$ cat src/rtl/if_stage_pkg.sv
// rtl/if_stage_pkg.sv - shared definitions for the instruction-fetch stage
//
// Purpose: constants, FSM state encoding, hold-buffer layout and PC helper
// shared by if_stage and its IF/ID register.
// Ports: none (package).
package if_stage_pkg;

  localparam int XLEN = 32;

  // Default fetch start address and the bubble word (ADDI x0,x0,0).
  localparam logic [XLEN-1:0] RESET_PC_DEF  = 32'h0000_0000;
  localparam logic [XLEN-1:0] NOP_INSTR_DEF = 32'h0000_0013;

  // FETCH: request outstanding. HOLD: word captured while decode is stalled.
  typedef enum logic {
    S_FETCH = 1'b0,
    S_HOLD  = 1'b1
  } if_state_e;

  // One-entry buffer for a word that completed while decode was stalled.
  typedef struct packed {
    logic [XLEN-1:0] instr;
    logic [XLEN-1:0] pc;
  } hold_buf_t;

  // Sequential PC increment; wraps modulo 2^32 by construction.
  function automatic logic [XLEN-1:0] pc_next(input logic [XLEN-1:0] pc);
    return pc + 32'd4;
  endfunction

endpackage

$ cat src/rtl/if_stage_if_id_reg.sv
// rtl/if_stage_if_id_reg.sv - IF/ID pipeline register with load/flush/hold
//
// Purpose: holds the instruction delivered to decode. flush has priority
// over load; with neither asserted the register holds its contents.
// Ports:
//   clk, rst              clock, asynchronous active-high reset
//   flush                 write a bubble (NOP_INSTR, valid=0)
//   load                  capture load_instr/load_pc as a valid instruction
//   load_instr, load_pc   word and its address
//   instr, pc, pc_plus4   registered outputs to decode
//   valid                 1 = real instruction, 0 = bubble
module if_stage_if_id_reg
  import if_stage_pkg::*;
#(
  parameter logic [XLEN-1:0] NOP_INSTR = NOP_INSTR_DEF
) (
  input  logic            clk,
  input  logic            rst,
  input  logic            flush,
  input  logic            load,
  input  logic [XLEN-1:0] load_instr,
  input  logic [XLEN-1:0] load_pc,
  output logic [XLEN-1:0] instr,
  output logic [XLEN-1:0] pc,
  output logic [XLEN-1:0] pc_plus4,
  output logic            valid
);

  logic [XLEN-1:0] instr_q, instr_d;
  logic [XLEN-1:0] pc_q, pc_d;
  logic [XLEN-1:0] pc_plus4_q, pc_plus4_d;
  logic            valid_q, valid_d;

  always_comb begin
    instr_d    = instr_q;
    pc_d       = pc_q;
    pc_plus4_d = pc_plus4_q;
    valid_d    = valid_q;
    if (flush) begin
      instr_d    = NOP_INSTR;
      pc_d       = '0;
      pc_plus4_d = '0;
      valid_d    = 1'b0;
    end else if (load) begin
      instr_d    = load_instr;
      pc_d       = load_pc;
      pc_plus4_d = pc_next(load_pc);
      valid_d    = 1'b1;
    end
  end

  always_ff @(posedge clk or posedge rst) begin
    if (rst) begin
      instr_q    <= NOP_INSTR;
      pc_q       <= '0;
      pc_plus4_q <= '0;
      valid_q    <= 1'b0;
    end else begin
      instr_q    <= instr_d;
      pc_q       <= pc_d;
      pc_plus4_q <= pc_plus4_d;
      valid_q    <= valid_d;
    end
  end

  assign instr    = instr_q;
  assign pc       = pc_q;
  assign pc_plus4 = pc_plus4_q;
  assign valid    = valid_q;

endmodule

$ cat src/rtl/if_stage.sv
// rtl/if_stage.sv - RV32IM instruction-fetch stage with busywait memory port
//
// Purpose: owns the PC, issues instruction-memory reads, and feeds the IF/ID
// register. A one-entry hold buffer keeps a word that completes while decode
// is stalled so that nothing is lost or fetched twice.
// Ports:
//   CLK, RESET                         clock, asynchronous active-high reset
//   STALL                              hazard unit: hold IF/ID and PC
//   BRANCH_TAKEN, BRANCH_TARGET        EX-stage redirect
//   IMEM_READ, IMEM_ADDRESS            read request / word address
//   IMEM_READDATA, IMEM_BUSYWAIT       returned word / memory not ready
//   IF_ID_INSTRUCTION, IF_ID_PC,
//   IF_ID_PC_PLUS4, IF_ID_VALID        registered outputs to decode
module if_stage
  import if_stage_pkg::*;
#(
  parameter logic [31:0] RESET_PC  = RESET_PC_DEF,
  parameter logic [31:0] NOP_INSTR = NOP_INSTR_DEF
) (
  input  logic        CLK,
  input  logic        RESET,
  input  logic        STALL,
  input  logic        BRANCH_TAKEN,
  input  logic [31:0] BRANCH_TARGET,
  output logic        IMEM_READ,
  output logic [31:0] IMEM_ADDRESS,
  input  logic [31:0] IMEM_READDATA,
  input  logic        IMEM_BUSYWAIT,
  output logic [31:0] IF_ID_INSTRUCTION,
  output logic [31:0] IF_ID_PC,
  output logic [31:0] IF_ID_PC_PLUS4,
  output logic        IF_ID_VALID
);

  if_state_e   state_q, state_d;
  logic [31:0] pc_q, pc_d;
  hold_buf_t   hold_q, hold_d;

  logic        complete;
  logic        ifid_flush;
  logic        ifid_load;
  logic [31:0] ifid_instr;
  logic [31:0] ifid_pc;

  // Read is requested only in FETCH and is suppressed while reset is high.
  assign IMEM_READ    = (state_q == S_FETCH) && !RESET;
  assign IMEM_ADDRESS = pc_q;
  assign complete     = IMEM_READ && !IMEM_BUSYWAIT;

  always_comb begin
    state_d    = state_q;
    pc_d       = pc_q;
    hold_d     = hold_q;
    ifid_flush = 1'b0;
    ifid_load  = 1'b0;
    ifid_instr = IMEM_READDATA;
    ifid_pc    = pc_q;

    if (BRANCH_TAKEN) begin
      // Redirect wins over everything, including STALL: any completing or
      // held word belongs to the wrong path.
      pc_d       = BRANCH_TARGET & ~32'd3;
      state_d    = S_FETCH;
      ifid_flush = 1'b1;
    end else begin
      unique case (state_q)
        S_FETCH: begin
          if (complete) begin
            if (!STALL) begin
              ifid_load = 1'b1;
              pc_d      = pc_next(pc_q);
            end else begin
              hold_d.instr = IMEM_READDATA;
              hold_d.pc    = pc_q;
              state_d      = S_HOLD;
            end
          end else if (!STALL) begin
            // Decode consumed its word and nothing new arrived.
            ifid_flush = 1'b1;
          end
        end
        S_HOLD: begin
          if (!STALL) begin
            ifid_load  = 1'b1;
            ifid_instr = hold_q.instr;
            ifid_pc    = hold_q.pc;
            pc_d       = pc_next(hold_q.pc);
            state_d    = S_FETCH;
          end
        end
        default: state_d = S_FETCH;
      endcase
    end
  end

  always_ff @(posedge CLK or posedge RESET) begin
    if (RESET) begin
      state_q <= S_FETCH;
      pc_q    <= RESET_PC;
      hold_q  <= '0;
    end else begin
      state_q <= state_d;
      pc_q    <= pc_d;
      hold_q  <= hold_d;
    end
  end

  if_stage_if_id_reg #(
    .NOP_INSTR (NOP_INSTR)
  ) u_if_id_reg (
    .clk        (CLK),
    .rst        (RESET),
    .flush      (ifid_flush),
    .load       (ifid_load),
    .load_instr (ifid_instr),
    .load_pc    (ifid_pc),
    .instr      (IF_ID_INSTRUCTION),
    .pc         (IF_ID_PC),
    .pc_plus4   (IF_ID_PC_PLUS4),
    .valid      (IF_ID_VALID)
  );

endmodule

$ cat config.mk
export PLATFORM = sky130hd
export DESIGN_NAME = if_stage
export DESIGN_NICKNAME = d
export VERILOG_FILES = /design/src/rtl/if_stage_pkg.sv /design/src/rtl/if_stage_if_id_reg.sv /design/src/rtl/if_stage.sv
export SDC_FILE = /design/constraint.sdc
export NUM_CORES = 1
export LEC_CHECK = 0
export ABC_AREA = 1
export CORE_MARGIN = 2
export CORE_UTILIZATION = 49
export CTS_BUF_LIST = sky130_fd_sc_hd__clkbuf_4
export CTS_CLUSTER_DIAMETER = 150
export CTS_CLUSTER_SIZE = 25
export DETAILED_ROUTE_END_ITERATION = 8
export PLACE_DENSITY = 0.8
export SKIP_LAST_GASP = 1
export SYNTH_ARGS = -nofsm -noshare
export SYNTH_HDL_FRONTEND = slang
export SYNTH_SLANG_ARGS = --single-unit
$ cat constraint.sdc
create_clock -name CLK -period 6.7 [get_ports CLK]
set_clock_uncertainty 0.1 [all_clocks]
set_input_delay 1.34 -clock CLK [delete_from_list [all_inputs] [get_ports CLK]]
set_output_delay 1.34 -clock CLK [all_outputs]
set_load 0.05 [all_outputs]
Yosys cells after proc, flatten, opt, wreduce, memory -nomap -nowiden

Index checks and enable logic that the tools add are counted.

Memories kept: 0
Output and inout bits: 130
Flip-flop bits (word level): 194
Bits in latches: 0
Memory bits (read-only): 0
Memory bits (writable): 0
Input bits: 69

Equality and inequality tests: 3
Reduce and logical (&&, ||, !) cells: 7
Shift operators: 0
$lt $le $gt $ge: 0
$add $sub $neg: 3
Bitwise operators: 2
Muxes and demuxes: 30
Multipliers: 0
Div/mod/pow operators: 0

Operator list:

| kind                                           | count |
|---|---|
| 2-to-1 mux 32 bit                              | 16 |
| adder 32 x 3 -> 32 bit (second input constant) | 3 |
| one-hot mux 32 bit (2 select lines)            | 1 |
| 2-to-1 mux 1 bit                               | 11 |
| != test 3 bit (second input constant)          | 3 |
| one-hot mux 1 bit (2 select lines)             | 2 |
| AND reduction 4 bit                            | 1 |
| AND reduction 3 bit                            | 1 |
| logical AND 1 bit                              | 2 |
| zero test 1 bit                                | 2 |
| NOT 1 bit                                      | 2 |
| nonzero test 2 bit                             | 1 |

Longest topological paths before layout

Word-level depth: 8
Mapped depth: 16
Depth with buffers taken out: 14

Cells and area by module

Synthesis repeated with hierarchy kept, for this count alone.

Cell total of the unflattened synthesis: 1397
Area total of the unflattened synthesis: 10364.9 um^2

Modules (own cells, without submodules):

| module             | cells each | instances | area each (um^2) |
|---|---|---|---|
| if_stage           | 894        | 1         | 5978.2 |
| if_stage_if_id_reg | 503        | 1         | 4386.7 |

Worst setup path after synthesis

No wires, ideal clock.

Kind: input -> output
Start: input port RESET
End: output port IMEM_READ
Data arrival time: 2.023 ns
Stages: 1
Buffers on the path: 0
Setup slack: 3.237 ns
Data required time: 5.260 ns
Cells stage by stage: nor2_1

Cells in the longest elaborated chain, start to end: 2

Ends and longest elaborated chain:

| item                             | line           | source |
|---|---|---|
| start: declaration               | if_stage.sv:21 | `input logic RESET,` |
| zero test 1 bit (no source line) | -              |  |
| logical AND 1 bit                | if_stage.sv:46 | `assign IMEM_READ = (state_q == S_FETCH) && !RESET;` |
| end: declaration                 | if_stage.sv:25 | `output logic IMEM_READ,` |

Every way passes these cells.

Worst setup path after layout

Same ends and word-level chain as after synthesis.

==> metrics.cfg <==
[status]
status=finished clean

[synthesis]
synth_top_area_cell=dfrtp_1
synth_edf_count=0
synth_top_area_share_pct=47.6
synth_nets=1370
ys_seq_area_share_pct=48.4
synthTopCellsByArea=dfrtp_1 (48%), nand2_1 (18%), o21ai_0 (6.3%), inv_1 (4.0%), nor2_1 (3.4%)
yosysWarnings=0
ys.flop_type=dfrtp_1
ys_seq_elements=192
syn_inst=1299
synthTopCellsByCount=nand2_1 (474), dfrtp_1 (189), o21ai_0 (124), inv_1 (106), nor2_1 (89)
yosysMostFrequentCell=nand2_1
synth.distinct_cells=40
synth-async-reset-ratio_pct=100
syn_area_per_cell_um2=7.64
syn_area_um2=9930

[die]
ios=199
start_util_pct=49.5
die_w_um=146
chipHeight_um=146
placementRows=52
die_area_um2=21400
core_region_area_um2=20000

[layout]
regArea_um2=4810
drive_above_1_share_pct=7.27
multiInputGateArea_um2=4350
nNetsFinal=1530
fill_cells=1843
syn_to_final_growth_pct=23.8
final_util_pct=61.3

[min_path]
hold_class=reg2reg
min_from=u_if_id_reg.valid

[global_routing]
grt_max_degree=155
grt_util_all_layers_pct=26.8
grt_pass1_wl_mm=46.1
grt_overflow=0
grt_antenna_before_repair=1
grt_pass1_vias=8701

[timing]
max_freq_mhz=229
rsz0062_at_grt=no
period_minus_slack_ns=4.37
final-setup-viol-count=0
tightestPinTransition_ns=1.13
final-hold-violation-count=0
relSlewSlack_pct=25.0
slew_violations=0
tns_ns=0
fin_crit_sh_pct=65.3

[route]
wl_met2_mm=12.7
route.met3.wl_mm=2.08
ant_nets=0
dr.pass1.iters=6
via_per_inst=5.36
drt-met1-wl_mm=12.9
vias=9344
wl_mm=28.2
drc=0
drtIter0Drc=790
highest_layer=met4
routedWlPerCell_um=16.2

[setup_path]
crit_path_start_kind=input pin
crit_top_cell=clkdlybuf4s50_1
end_kind=primary output
crit_start=RESET
path_class=in2out
worstPathRequired_ns=5.26
cp_slowest_cell=clkdlybuf4s50_1
reg2reg_from=state_q
critPathMaxStageDelay_ns=0.86
cp.arrival_ns=2.93
crit_chain=clkdlybuf4s50_1 -> nor2_1 -> clkdlybuf4s50_1
path_max_fanout=3

[clock_tree]
h-tree-depth=4
post_cts_buffers=0
cts_buffer_depth=2
cts_resized=0
clk_latency_ns=0.60
cts_buffers=17
clk_pin_slew_ns=0.17
ctsRootBufferMaster=clkbuf_4
cts-hold-fix-buffers=0
tritoncts=built
clkSinkCount=192

[power_and_ir_drop]
power-per-cell-area_nw_per_um2=219
total_power_mw=2.70
max-vdd-ir-drop_mv=0.102
p_leak_nw=5.67

[flow_run]
drv_cap=0

[placed_design]
gp_congestion=0.903
numPortBuffers=196
hpwl_mm=19.9

sequential cells by signal (all words and copies together) (netlist names):
register,cells
u_if_id_reg.valid,1
u_if_id_reg.pc_plus4,32
state_q,1
u_if_id_reg.pc,30
hold_q,64
u_if_id_reg.instr,32
IMEM_ADDRESS,32
worst max-delay path, delay by kind of cell:
| kind | cells | cell delay (ns) |
|---|---|---|
| buffers and inverters | 2 | 1.39 |
| and+or+nand+nor | 1 | 0.19 |
layer usage:
| metal | vias up | GRT usage [%] |
|---|---|---|
| met1 | 4412 | 39.2 |
| met3 | 51 | 5.16 |
| met5 | - | 0 |
| li1 | 4476 | - |
| met4 | 0 | 7.62 |
| met2 | 405 | 41.1 |
report_power, final:
| group | switching [mW] | total (mW) | internal (mW) |
|---|---|---|---|
| registers | 0.0841 | 1.36 | 1.28 |
| clock network | 0.469 | 0.678 | 0.209 |
| logic | 0.432 | 0.655 | 0.223 |
metrics by stage:
stage | setup slack [ns] | hold WS, ns | cell area, µm² | instances
floorplan | 0.0378 | 0.348 | 9930 | 1299
global placement | 2.01 | 0.364 | 12000 | 1710
detailed placement | 1.96 | 0.366 | 12000 | 1710
CTS | 2.33 | 0.406 | 12300 | 1742
global route | 2.29 | 0.414 | 12300 | 1743
finish | 2.33 | 0.402 | 12300 | 1743
kinds of logic after synthesis:
family	after synthesis	synth area share (%)
AND/OR/NAND/NOR	658	27.1
AO/OA/AOI/OAI	238	13.1
flip-flops	192	48.4
buffers and inverters	178	7.97
multiplexers	16	1.81
XOR/XNOR	15	1.32
adder cells (fa/ha/maj)	2	0.252
layout by cell type, fill, tap and decap left out, types with 3 or more instances in the layout:
cell type        count
a21oi_1             32
a22o_1               4
buf_4               11
clkbuf_4            17
clkdlybuf4s50_1    196
clkinv_8             4
dfrtp_1            188
dfstp_2              3
inv_1              105
inv_2                5
inv_8                5
mux2_2              16
nand2_1            474
nand2_2              3
nand3_1             53
nand3b_1             6
nand4_1              8
nor2_1              88
nor2_2              12
nor2_4               5
o211ai_1             7
o21ai_0            124
o21ai_1             40
o21ai_2             10
o221ai_1             3
o22ai_1             16
xnor2_1              7
xor2_1               8
final timing paths:
kind / slack [ns] / endpoint / depth (start not counted)
worst max register to register: 3.51 / u_if_id_reg.pc_plus4[30] / 11
worst min-delay path: 0.40 / u_if_id_reg.valid / 2
worst max-delay path: 2.33 / IMEM_READ / 3
max in group asynchronous: 4.01 / u_if_id_reg.instr[1] / 3
worst min register to register: 0.40 / u_if_id_reg.valid / 2
min in group asynchronous: 1.34 / hold_q[53] / 2
final cells by class:
class	instances	area share, %
antenna	1	0.0204
clock buffer	17	1.04
clock inverter	15	1.55
inverter	112	3.49
multi-input combinational	929	35.4
sequential	192	39.1
tap	270	2.75
timing repair buffer	207	16.6
(Power assumes the default switching activity.)
